<file path="src/rtl/nic_ctrl_csr_shadow.sv">
// NIC control CSR block: flat CSR decode into compacted per-port windows,
// shadowed config with idle-deferred commit, discard, saturating drop counters.
module nic_ctrl_csr_shadow #(
  parameter int                  PORT_CNT      = 4,
  parameter logic [PORT_CNT-1:0] PORT_BIT_MASK = 4'b1111,
  parameter int                  D_WIDTH       = 16,
  parameter int                  A_WIDTH       = 10,
  parameter int                  MTU_W         = 16,
  parameter int                  MTU_RST       = 1518,
  parameter logic [15:0]         VER           = 16'h0200
) (
  input  logic                            clk_i,
  input  logic                            rst_i,
  input  logic                            wr_en_i,
  input  logic                            rd_en_i,
  input  logic [A_WIDTH-1:0]              addr_i,
  input  logic [15:0]                     wr_data_i,
  input  logic [1:0]                      be_i,
  output logic [15:0]                     rd_data_o,
  input  logic [PORT_CNT-1:0]             nic_idle_i,
  input  logic [PORT_CNT-1:0]             drop_pulse_i,
  output logic [PORT_CNT-1:0][47:0]       host_mac_o,
  output logic [PORT_CNT-1:0][47:0]       alt_host_mac_o,
  output logic [PORT_CNT-1:0][11:0]       encaps_vlan_o,
  output logic [PORT_CNT-1:0]             vlan_en_o,
  output logic [PORT_CNT-1:0]             also_use_alt_o,
  output logic [PORT_CNT-1:0]             promisc_o,
  output logic [PORT_CNT-1:0][MTU_W-1:0]  mtu_o
);

  typedef enum logic [1:0] {S_IDLE, S_WAIT, S_APPLY} cst_t;

  localparam int          SW    = A_WIDTH - 4;
  localparam logic [15:0] MTU_R = 16'(MTU_RST) & 16'h3fff;

  if (D_WIDTH != 16) begin : g_bad_dw
    $error("nic_ctrl_csr_shadow: D_WIDTH must be 16");
  end

  function automatic int slot_of(input int p);
    int n;
    n = 0;
    for (int i = 0; i < p; i++)
      if (PORT_BIT_MASK[i]) n++;
    return n;
  endfunction

  // Implemented bits of each shadow word
  function automatic logic [15:0] rmask(input int r);
    case (r)
      6:       return 16'h8fff;
      7:       return 16'h0003;
      8:       return 16'h3fff;
      default: return 16'hffff;
    endcase
  endfunction

  function automatic logic [15:0] rstv(input int r);
    return (r == 8) ? MTU_R : 16'h0000;
  endfunction

  logic [SW-1:0]              w_slot;
  logic [3:0]                 w_reg;
  logic [15:0]                w_bm;
  logic [PORT_CNT-1:0][15:0]  w_prd;
  logic [15:0]                w_rd_val;
  logic [15:0]                r_rd;

  assign w_slot    = addr_i[A_WIDTH-1:4];
  assign w_reg     = addr_i[3:0];
  assign w_bm      = {{8{be_i[1]}}, {8{be_i[0]}}};
  assign rd_data_o = r_rd;

  always_comb begin
    w_rd_val = '0;
    for (int p = 0; p < PORT_CNT; p++)
      w_rd_val = w_rd_val | w_prd[p];
  end

  always_ff @(posedge clk_i) begin
    if (rst_i)        r_rd <= '0;
    else if (rd_en_i) r_rd <= w_rd_val;
  end

  for (genvar p = 0; p < PORT_CNT; p++) begin : g_port
    if (PORT_BIT_MASK[p]) begin : g_en
      localparam int SLOT = slot_of(p);

      cst_t        r_st, w_st_nxt;
      logic [15:0] r_sh  [9];
      logic [15:0] r_act [9];
      logic        r_dirty;
      logic [31:0] r_cnt;
      logic [15:0] r_snap;
      logic        w_sel, w_wr, w_wsh, w_cmd;
      logic        w_commit, w_discard, w_apply, w_pend;
      logic [15:0] w_rv;
      logic        w_unused_act;

      assign w_sel     = (w_slot == SW'(SLOT));
      assign w_wr      = wr_en_i & w_sel;
      assign w_wsh     = w_wr & (w_reg < 4'd9);
      assign w_cmd     = w_wr & (w_reg == 4'd9) & be_i[0];
      assign w_commit  = w_cmd & wr_data_i[0];
      assign w_pend    = (r_st != S_IDLE);
      // Commit wins over discard; discard is dropped while a commit pends
      assign w_discard = w_cmd & wr_data_i[1] & ~wr_data_i[0] & ~w_pend;
      assign w_apply   = (r_st == S_APPLY);

      always_ff @(posedge clk_i) begin
        if (rst_i) r_st <= S_IDLE;
        else       r_st <= w_st_nxt;
      end

      always_comb begin
        w_st_nxt = r_st;
        case (r_st)
          S_IDLE:  if (w_commit)      w_st_nxt = S_WAIT;
          S_WAIT:  if (nic_idle_i[p]) w_st_nxt = S_APPLY;
          S_APPLY: w_st_nxt = S_IDLE;
          default: w_st_nxt = S_IDLE;
        endcase
      end

      always_ff @(posedge clk_i) begin
        if (rst_i) begin
          for (int i = 0; i < 9; i++) begin
            r_sh[i]  <= rstv(i);
            r_act[i] <= rstv(i);
          end
          r_dirty <= 1'b0;
        end else begin
          for (int i = 0; i < 9; i++) begin
            if (w_apply)   r_act[i] <= r_sh[i];
            if (w_discard) r_sh[i]  <= r_act[i];
            if (w_wsh && w_reg == 4'(i))
              r_sh[i] <= ((r_sh[i] & ~w_bm) | (wr_data_i & w_bm)) & rmask(i);
          end
          if (w_wsh)                      r_dirty <= 1'b1;
          else if (w_apply || w_discard)  r_dirty <= 1'b0;
        end
      end

      always_ff @(posedge clk_i) begin
        if (rst_i) begin
          r_cnt  <= '0;
          r_snap <= '0;
        end else begin
          if (w_wr && w_reg == 4'd12)
            r_cnt <= '0;
          else if (drop_pulse_i[p] && r_cnt != 32'hffff_ffff)
            r_cnt <= r_cnt + 32'd1;
          if (rd_en_i && w_sel && w_reg == 4'd12)
            r_snap <= r_cnt[31:16];
        end
      end

      always_comb begin
        w_rv = '0;
        for (int i = 0; i < 9; i++)
          if (w_reg == 4'(i)) w_rv = r_sh[i];
        case (w_reg)
          4'd10:   w_rv = {14'd0, w_pend, r_dirty};
          4'd11:   w_rv = VER;
          4'd12:   w_rv = r_cnt[15:0];
          4'd13:   w_rv = r_snap;
          default: ;
        endcase
      end

      assign w_prd[p]          = w_sel ? w_rv : 16'h0000;
      assign host_mac_o[p]     = {r_act[2], r_act[1], r_act[0]};
      assign alt_host_mac_o[p] = {r_act[5], r_act[4], r_act[3]};
      assign encaps_vlan_o[p]  = r_act[6][11:0];
      assign vlan_en_o[p]      = r_act[6][15];
      assign also_use_alt_o[p] = r_act[7][1];
      assign promisc_o[p]      = &r_act[7][1:0];
      assign mtu_o[p]          = MTU_W'(r_act[8][13:0]);
      assign w_unused_act      = ^{r_act[6][14:12], r_act[7][15:2],
                                   r_act[8][15:14]};
    end else begin : g_dis
      logic w_unused_in;
      assign w_unused_in       = nic_idle_i[p] | drop_pulse_i[p];
      assign w_prd[p]          = '0;
      assign host_mac_o[p]     = '0;
      assign alt_host_mac_o[p] = '0;
      assign encaps_vlan_o[p]  = '0;
      assign vlan_en_o[p]      = 1'b0;
      assign also_use_alt_o[p] = 1'b0;
      assign promisc_o[p]      = 1'b0;
      assign mtu_o[p]          = '0;
    end
  end

endmodule

</file>
<file path="config.mk">
export PLATFORM = sky130hd
export DESIGN_NAME = nic_ctrl_csr_shadow
export DESIGN_NICKNAME = d
export VERILOG_FILES = /design/src/rtl/nic_ctrl_csr_shadow.sv
export SDC_FILE = /design/constraint.sdc
export NUM_CORES = 2
export LEC_CHECK = 0
export ABC_CLOCK_PERIOD_IN_PS = 7500
export BUFFER_PORTS_ARGS = -buffer_cell sky130_fd_sc_hd__buf_2
export CORE_ASPECT_RATIO = 1.1
export CORE_MARGIN = 2
export CORE_UTILIZATION = 37
export DETAILED_ROUTE_END_ITERATION = 8
export GPL_TIMING_DRIVEN = 0
export HOLD_SLACK_MARGIN = 0.03
export PLACE_DENSITY_LB_ADDON = 0.12
export SLEW_MARGIN = 20
export SYNTH_ARGS = -nofsm -noshare
export SYNTH_HDL_FRONTEND = slang
export SYNTH_SLANG_ARGS = --single-unit
export TNS_END_PERCENT = 50
</file>
<file path="constraint.sdc">
create_clock -name clk_i -period 7.5 [get_ports clk_i]
set_input_delay 0.375 -clock clk_i [delete_from_list [all_inputs] [get_ports clk_i]]
set_output_delay 0.375 -clock clk_i [all_outputs]
set_load 0.1 [all_outputs]
</file>
# Word-level counts from Yosys, hierarchy flattened
# Memory sizes are Yosys's and may differ from the RTL's.
# Cells that the tools add are included.
# Widths: inputs -> output; s select.
[totals]
register_bits = 220
latch_bits = 0
ram_bits = 1152
romBits = 0
in_bits = 40
out_inout_bits = 524
elab_cells = 784
memories = 8
[op_classes]
n_addsub = 4
multipliers = 0
div = 0
order_cmp = 1
eq_ne = 36
n_shift = 0
muxes = 378
bitwise_logic = 258
reduce_logical = 82
[memory_table]
columns = ["name", "depth", "width", "read_ports", "rd_clocked_by_memory_dff", "write_ports", "line_no", "source"]
rows = [
  ["g_port[0].g_en.r_act", 9, 16, 9, 0, 9, "91", "logic [15:0] r_act [9];"],
  ["g_port[0].g_en.r_sh", 9, 16, 9, 0, 9, "90", "logic [15:0] r_sh [9];"],
  ["g_port[1].g_en.r_act", 9, 16, 9, 0, 9, "91", ""],
  ["g_port[1].g_en.r_sh", 9, 16, 9, 0, 9, "90", ""],
  ["g_port[2].g_en.r_act", 9, 16, 9, 0, 9, "91", ""],
  ["g_port[2].g_en.r_sh", 9, 16, 9, 0, 9, "90", ""],
  ["+2 memories", "n/a", "n/a", "n/a", "n/a", "n/a", "n/a", ""],
]
[ops]
columns = ["op", "n"]
rows = [
  ["$mux 16", 220],
  ["$and 16x16->16", 73],
  ["$or 16x16->16", 39],
  ["$pmux 16 s4", 4],
  ["$mux 1", 142],
  ["$add 32x1->32 const B", 4],
  ["$ne 32x32->1 const B", 4],
  ["$or 1x1->1", 108],
  ["$logic_and 1x1->1", 52],
  ["$and 1x1->1", 32],
  ["$eq 4x4->1 const B", 6],
  ["$eq 4x3->1 const B", 4],
  ["$mux 2", 8],
  ["$ne 2x2->1 const B", 8],
  ["$not 16->16", 1],
  ["$pmux 2 s2", 4],
  ["$reduce_and 2->1", 8],
  ["$reduce_bool 2->1", 8],
  ["$eq 6x2->1 const B", 2],
  ["$eq 2x1->1 const B", 4],
  ["$eq 2x2->1 const B", 4],
  ["$eq 4x2->1 const B", 2],
  ["$logic_not 2->1", 4],
  ["$reduce_or 2->1", 4],
  ["other kinds (7)", 14],
]

# Logic depth before layout (Yosys ltp)
[depth]
ltp_word = 15
ltp_mapped = 11
depth_no_buf = 7

# Worst setup path after synthesis
# No wires, ideal clock.
[synth_path]
path_kind = "input -> register"
from = "input rst_i"
to = "memory g_port[0].g_en.r_act[0][0], enable pin"
setup_ns = 0.529
arrival_time_ns = 4.919
required_time_ns = 6.971
setup_slack_ns = 2.053
stages = 5
n_path_buf = 4
path_cell_list = "clkbuf_1 clkbuf_1 clkbuf_1 clkbuf_1 nand2b_1"
[synth_rtl]
columns = ["item", "line_no", "source"]
rows = [
  ["start, declared", "13", "input logic rst_i,"],
  ["end, declared", "91", ""],
]

# Final worst setup path
[layout_path]
from = "input addr_i[0]"
to = "register r_rd[8] (netlist: rd_data_o[8])"
[layout_via]
elab_chain_len = 15
elab_cells_between_ends = 60
cone_classes = "12 x eq/ne; 44 x mux; 3 x bitwise; 1 x reduce/logical"
[layout_rtl]
columns = ["item", "line_no", "source"]
rows = [
  ["start, declared", "16", "input logic [A_WIDTH-1:0] addr_i,"],
  ["$logic_not 4->1", "161", "if (w_reg == 4'(i)) w_rv = r_sh[i];"],
  ["$mux 16 (9 in series)", "161", ""],
  ["$pmux 16 s4", "162", "case (w_reg)"],
  ["$mux 16", "171", "assign w_prd[p] = w_sel ? w_rv : 16'h0000;"],
  ["$or 16x16->16 (2 in series)", "77", "w_rd_val = w_rd_val | w_prd[p];"],
  ["$or 16x16->16 (*)", "77", ""],
  ["end signal, assigned", "82", "else if (rd_en_i) r_rd <= w_rd_val;"],
  ["end, declared", "67", "logic [15:0] r_rd;"],
]
# Mark *: on every way between the ends. The rest lies on a longest branch, timed or not.
# A chain may end at the register's enable or synchronous reset.

==> impl_results.rst <==
.. list-table::
   :header-rows: 1

   * - Metric
     - Value
   * - Peak fanout along the critical path
     - 10
   * - Gp weighted congestion
     - 1.07
   * - Total power after layout
     - between 15000 and 20000 µW
   * - Leakage dissipation
     - roughly 0.030 µW
   * - Clock latency at the later pin of the worst-skew pair
     - roughly 900 ps
   * - Commonest cells post-synth
     - sky130_fd_sc_hd__edfxtp_1, sky130_fd_sc_hd__nor2_1, sky130_fd_sc_hd__and2_1, sky130_fd_sc_hd__buf_4, sky130_fd_sc_hd__nand2b_1
   * - Post-synthesis register bit count
     - 1372
   * - Type of the worst min-delay path
     - in2reg
   * - Least setup slack across all paths after layout
     - between 2000 and 2500 ps
   * - Outcome
     - finished, final reports clean
   * - Final-layout setup total negative slack
     - 0 ps
   * - Ratio of final minimum period to clock period
     - between 60% and 70%
   * - Crit-path max cell delay
     - about 1000 ps
   * - Post-Syn Instances
     - 6475
   * - DR DRC count
     - 0
   * - Required time of the critical path
     - roughly 8300 ps
   * - Worst reg2reg path startpoint
     - g_port[1].g_en.r_st[0]$_SDFFE_PP0P_
   * - Most used standard cell by instance count after synthesis
     - sky130_fd_sc_hd__edfxtp_1
   * - Post-synth EDFFs
     - about 1100
   * - Ratio of cells with drive above 1 in the final layout
     - between 20% and 30%
   * - Logic depth of the worst path, buffers included
     - 10
   * - Number of antenna violations at the first check in global routing
     - 61
   * - Worst reg2reg path depth
     - 6
   * - Wire length after detailed routing
     - around 410000 µm
   * - Cell chain of the critical path
     - buf_2 -> buf_4 -> buf_4 -> buf_2 -> buf_2 -> buf_2 -> o22ai_1 -> a221oi_1 -> o211ai_1 -> a31oi_1
   * - Clk buf depth
     - 3
   * - Maximum clock skew at final layout
     - slightly above 50 ps
   * - Largest net degree at the start of global routing
     - 50
   * - Max Slew Vio Count
     - 0
   * - Total grt overflow
     - 0
   * - Launch instance of the worst min-delay path
     - wr_data_i[9]
   * - Worst path most repeated cell
     - sky130_fd_sc_hd__buf_2
   * - Pre-CTS setup slack
     - ~2000 ps
   * - Die area
     - about 190000 µm²
   * - Most used flip-flop cell after synthesis
     - sky130_fd_sc_hd__edfxtp_1
   * - Terminus of the critical flop-to-flop path
     - g_port[1].g_en.r_act[0][105]$_SDFFCE_PN0P_
   * - Asr flop ratio synth
     - 0%
   * - Global-route usage over all layers
     - between 40% and 50%
   * - Launch point of the worst path
     - addr_i[0]
   * - Most area-hungry cell type in the Yosys netlist
     - sky130_fd_sc_hd__edfxtp_1
   * - First-pass GRT wire length
     - 533000 µm
   * - Antenna Nets Post-Route
     - 0
   * - Routed length per placed instance
     - approximately 41 µm
   * - Buffering stage count on the worst path with inverters included
     - 6
   * - Final layout net count
     - between 7000 and 8000
   * - Number of gates resized after cts
     - 0
   * - Critical path capture point type
     - flop
   * - Total of warnings raised by yosys
     - 0
   * - Unrepaired setup endpoints after global routing
     - false
   * - Critical path's slowest cell
     - sky130_fd_sc_hd__a221oi_1
   * - Top post-synthesis cells by area
     - sky130_fd_sc_hd__edfxtp_1, sky130_fd_sc_hd__dfxtp_1, sky130_fd_sc_hd__and2_1
   * - DRT iter0 DRCs
     - 9370
   * - Critical path endpoint
     - rd_data_o[8]$_SDFFE_PP0P_
   * - Count of placed standard cells including taps
     - between 9000 and 10000
   * - Post-layout min period
     - between 5000 and 6000 ps
   * - Layout Utilization
     - between 40% and 50%
   * - Initial standard-cell utilization of the core
     - between 30% and 40%
   * - Finished Layout Cells
     - 9976
   * - Total I/O pin count
     - between 500 and 600
   * - Worst path arrival time
     - 5970 ps
   * - Mean instance size in the synthesized netlist
     - between 10 and 15 µm²
   * - Area of the mapped netlist
     - between 70000 and 80000 µm²
   * - Area delta synth->final
     - 18.1%
   * - Total count of hold-check failures in the final report
     - 0
   * - # rows
     - about 170
   * - Pwr/cell area
     - approximately 230 nW/µm²
   * - Kind of start point of the critical path
     - input pin
   * - Fraction of synthesized cell area taken by the top area cell type
     - about half
   * - Detailed-router iteration count before antenna repair
     - 6
   * - WS Path Type
     - in2reg
   * - Average via count per standard cell
     - 6.23
   * - Worst hold path depth
     - 3
   * - Number of buffers inserted by post-CTS setup repair
     - 0
   * - Share of synthesized area occupied by flip-flops and latches
     - between 50% and 60%
   * - Flop2flop setup slack
     - ~4200 ps
   * - HPWL after detailed placement
     - roughly 310000 µm
   * - Number of vias in the routed layout
     - ~62000
   * - Number of global-route vias before repair
     - 57156
   * - TritonCTS Buffers
     - 154
   * - Root Driver
     - sky130_fd_sc_hd__clkbuf_16
   * - Number of setup violations in the final report
     - 0
   * - Worst IR drop on VDD
     - 0.290 mV
   * - Number of different library cells in the post-synthesis netlist
     - a little under 90
   * - Cell class contributing the biggest share of worst-path delay
     - buffers and inverters
   * - Port Buffer Count
     - around 550
   * - Level count of the clock H-tree
     - 4
   * - CTS tree
     - yes
   * - Worst slew slack as a fraction of its limit
     - between 10% and 20%
   * - Clock transition time at the flip-flop clock pins of the worst setup and hold paths
     - ~70 ps
   * - Max-cap violations
     - 0
   * - F_max
     - approximately 0.19 GHz
   * - Least-Margin Pin Slew
     - approximately 1300 ps
   * - Die width
     - around 420 µm
   * - Clock sink total
     - 1372
   * - Core Area
     - ~190000 µm²
   * - Chip Height
     - 462 µm
-- how the worst min path moves through the flow --
| stage | endpoint | slack (ps) |
|---|---|---|
| floorplan | g_port[0].g_en.r_snap[12]$_SDFFE_PP0P_ | 430 |
| global placement | g_port[1].g_en.r_sh[8][14]$_SDFFE_PP0P_ | 440 |
| detailed placement | g_port[2].g_en.r_snap[3]$_SDFFE_PP0P_ | 440 |
| CTS | g_port[1].g_en.r_sh[0][9]$_SDFFCE_PN0P_ | 110 |
| global route | g_port[1].g_en.r_sh[0][11]$_SDFFCE_PN0P_ | 170 |
| finish | g_port[1].g_en.r_sh[0][9]$_SDFFCE_PN0P_ | 160 |
-- layer usage --
| metal | wire (µm) | part of all wire (%) | GRT usage, % |
|---|---|---|---|
| met1 | 159000 | 39 | 53.3 |
| met2 | 176000 | 43 | 61.1 |
| met3 | 46300 | 11 | 11.9 |
| met4 | 29800 | 7.2 | 25.2 |
| met5 | 236 | 0.057 | 0.424 |
-- worst reg2reg max path: stages (launching register included) --
cell                       delay (ps)
sky130_fd_sc_hd__dfxtp_1          360
sky130_fd_sc_hd__nand2b_1         160
sky130_fd_sc_hd__clkbuf_1         270
sky130_fd_sc_hd__nor2_4           650
sky130_fd_sc_hd__buf_2            640
sky130_fd_sc_hd__clkbuf_1         780
sky130_fd_sc_hd__and2_1           260
-- area by class of cell --
type	instances	area (µm²)
Antenna cell	38	95.1
Buffer	1011	5980
Clock buffer	197	4260
Clock inverter	80	769
Fill cell	18495	107000
Inverter	27	101
Multi-Input combinational cell	4072	25900
Sequential cell	1372	38900
Tap cell	2550	3190
Timing Repair Buffer	629	4080
-- report_power, final --
| group | switching (µW) | leakage, µW | total [µW] | internal, µW |
|---|---|---|---|---|
| combinational | 1990 | 0.0142 | 2490 | 502 |
| clock | 3450 | 0.00246 | 7910 | 4460 |
| sequential | 313 | 0.0135 | 8780 | 8460 |
| total | 5750 | 0.0302 | 19200 | 13400 |
-- flip-flops by register name, indices dropped and copies added (netlist names), named ones only --
signal,count
g_port.g_en.r_sh,520
g_port.g_en.r_act,576
g_port.g_en.r_st,8
g_port.g_en.r_dirty,4
g_port.g_en.r_cnt,128
g_port.g_en.r_snap,64
rd_data_o,16
-- cells in the final DEF (no fill, tap or decap), drive strengths merged, types with 15 or more instances in the layout --
cell type	Yosys	layout
nand3b	16	16
nand2b	469	469
mux4	15	15
and3	25	25
a221o	41	41
o221ai	21	21
xnor2	61	61
clkinv	2	57
or3	52	52
nand4	41	41
nand3	77	77
nor4	31	31
a221oi	37	37
nor3b	22	22
nand2	305	305
a211oi	22	22
o21ai	208	208
a22oi	22	22
edfxtp	1144	1144
clkbuf	367	566
o211ai	18	18
dfxtp	228	228
mux2	31	31
a21oi	257	257
buf	644	1263
xor2	51	51
a311oi	452	452
nor2	718	718
inv	25	32
mux2i	116	116
a31oi	17	17
nor3	76	76
diode	0	38
o22ai	50	50
and2	621	621
and4	19	19
nor2b	23	23
-- timing repair --
| action | in CTS | in global routing |
|---|---|---|
| hold endpoints to repair | 16 | 0 |
| hold buffers | 8 | 0 |
| endpoints found under the setup margin | 0 | 0 |
-- through the flow --
| step | area (µm²) | hold WS, ps |
|---|---|---|
| floorplan | 70600 | 432 |
| global placement | 76500 | 440 |
| detailed placement | 78100 | 445 |
| CTS | 83200 | 108 |
| global route | 83200 | 173 |
| finish | 83300 | 157 |
-- kinds of logic after synthesis --
logic type / share of synthesized area, %
compound gates: 13.5
simple gates: 18.8
other cells: 0.00532
xor+xnor: 1.39
flops: 55.2
fa+ha+maj: 0.0710
buf+inv: 8.48
mux: 2.62
Note: power is estimated with default switching activity, not from simulation.
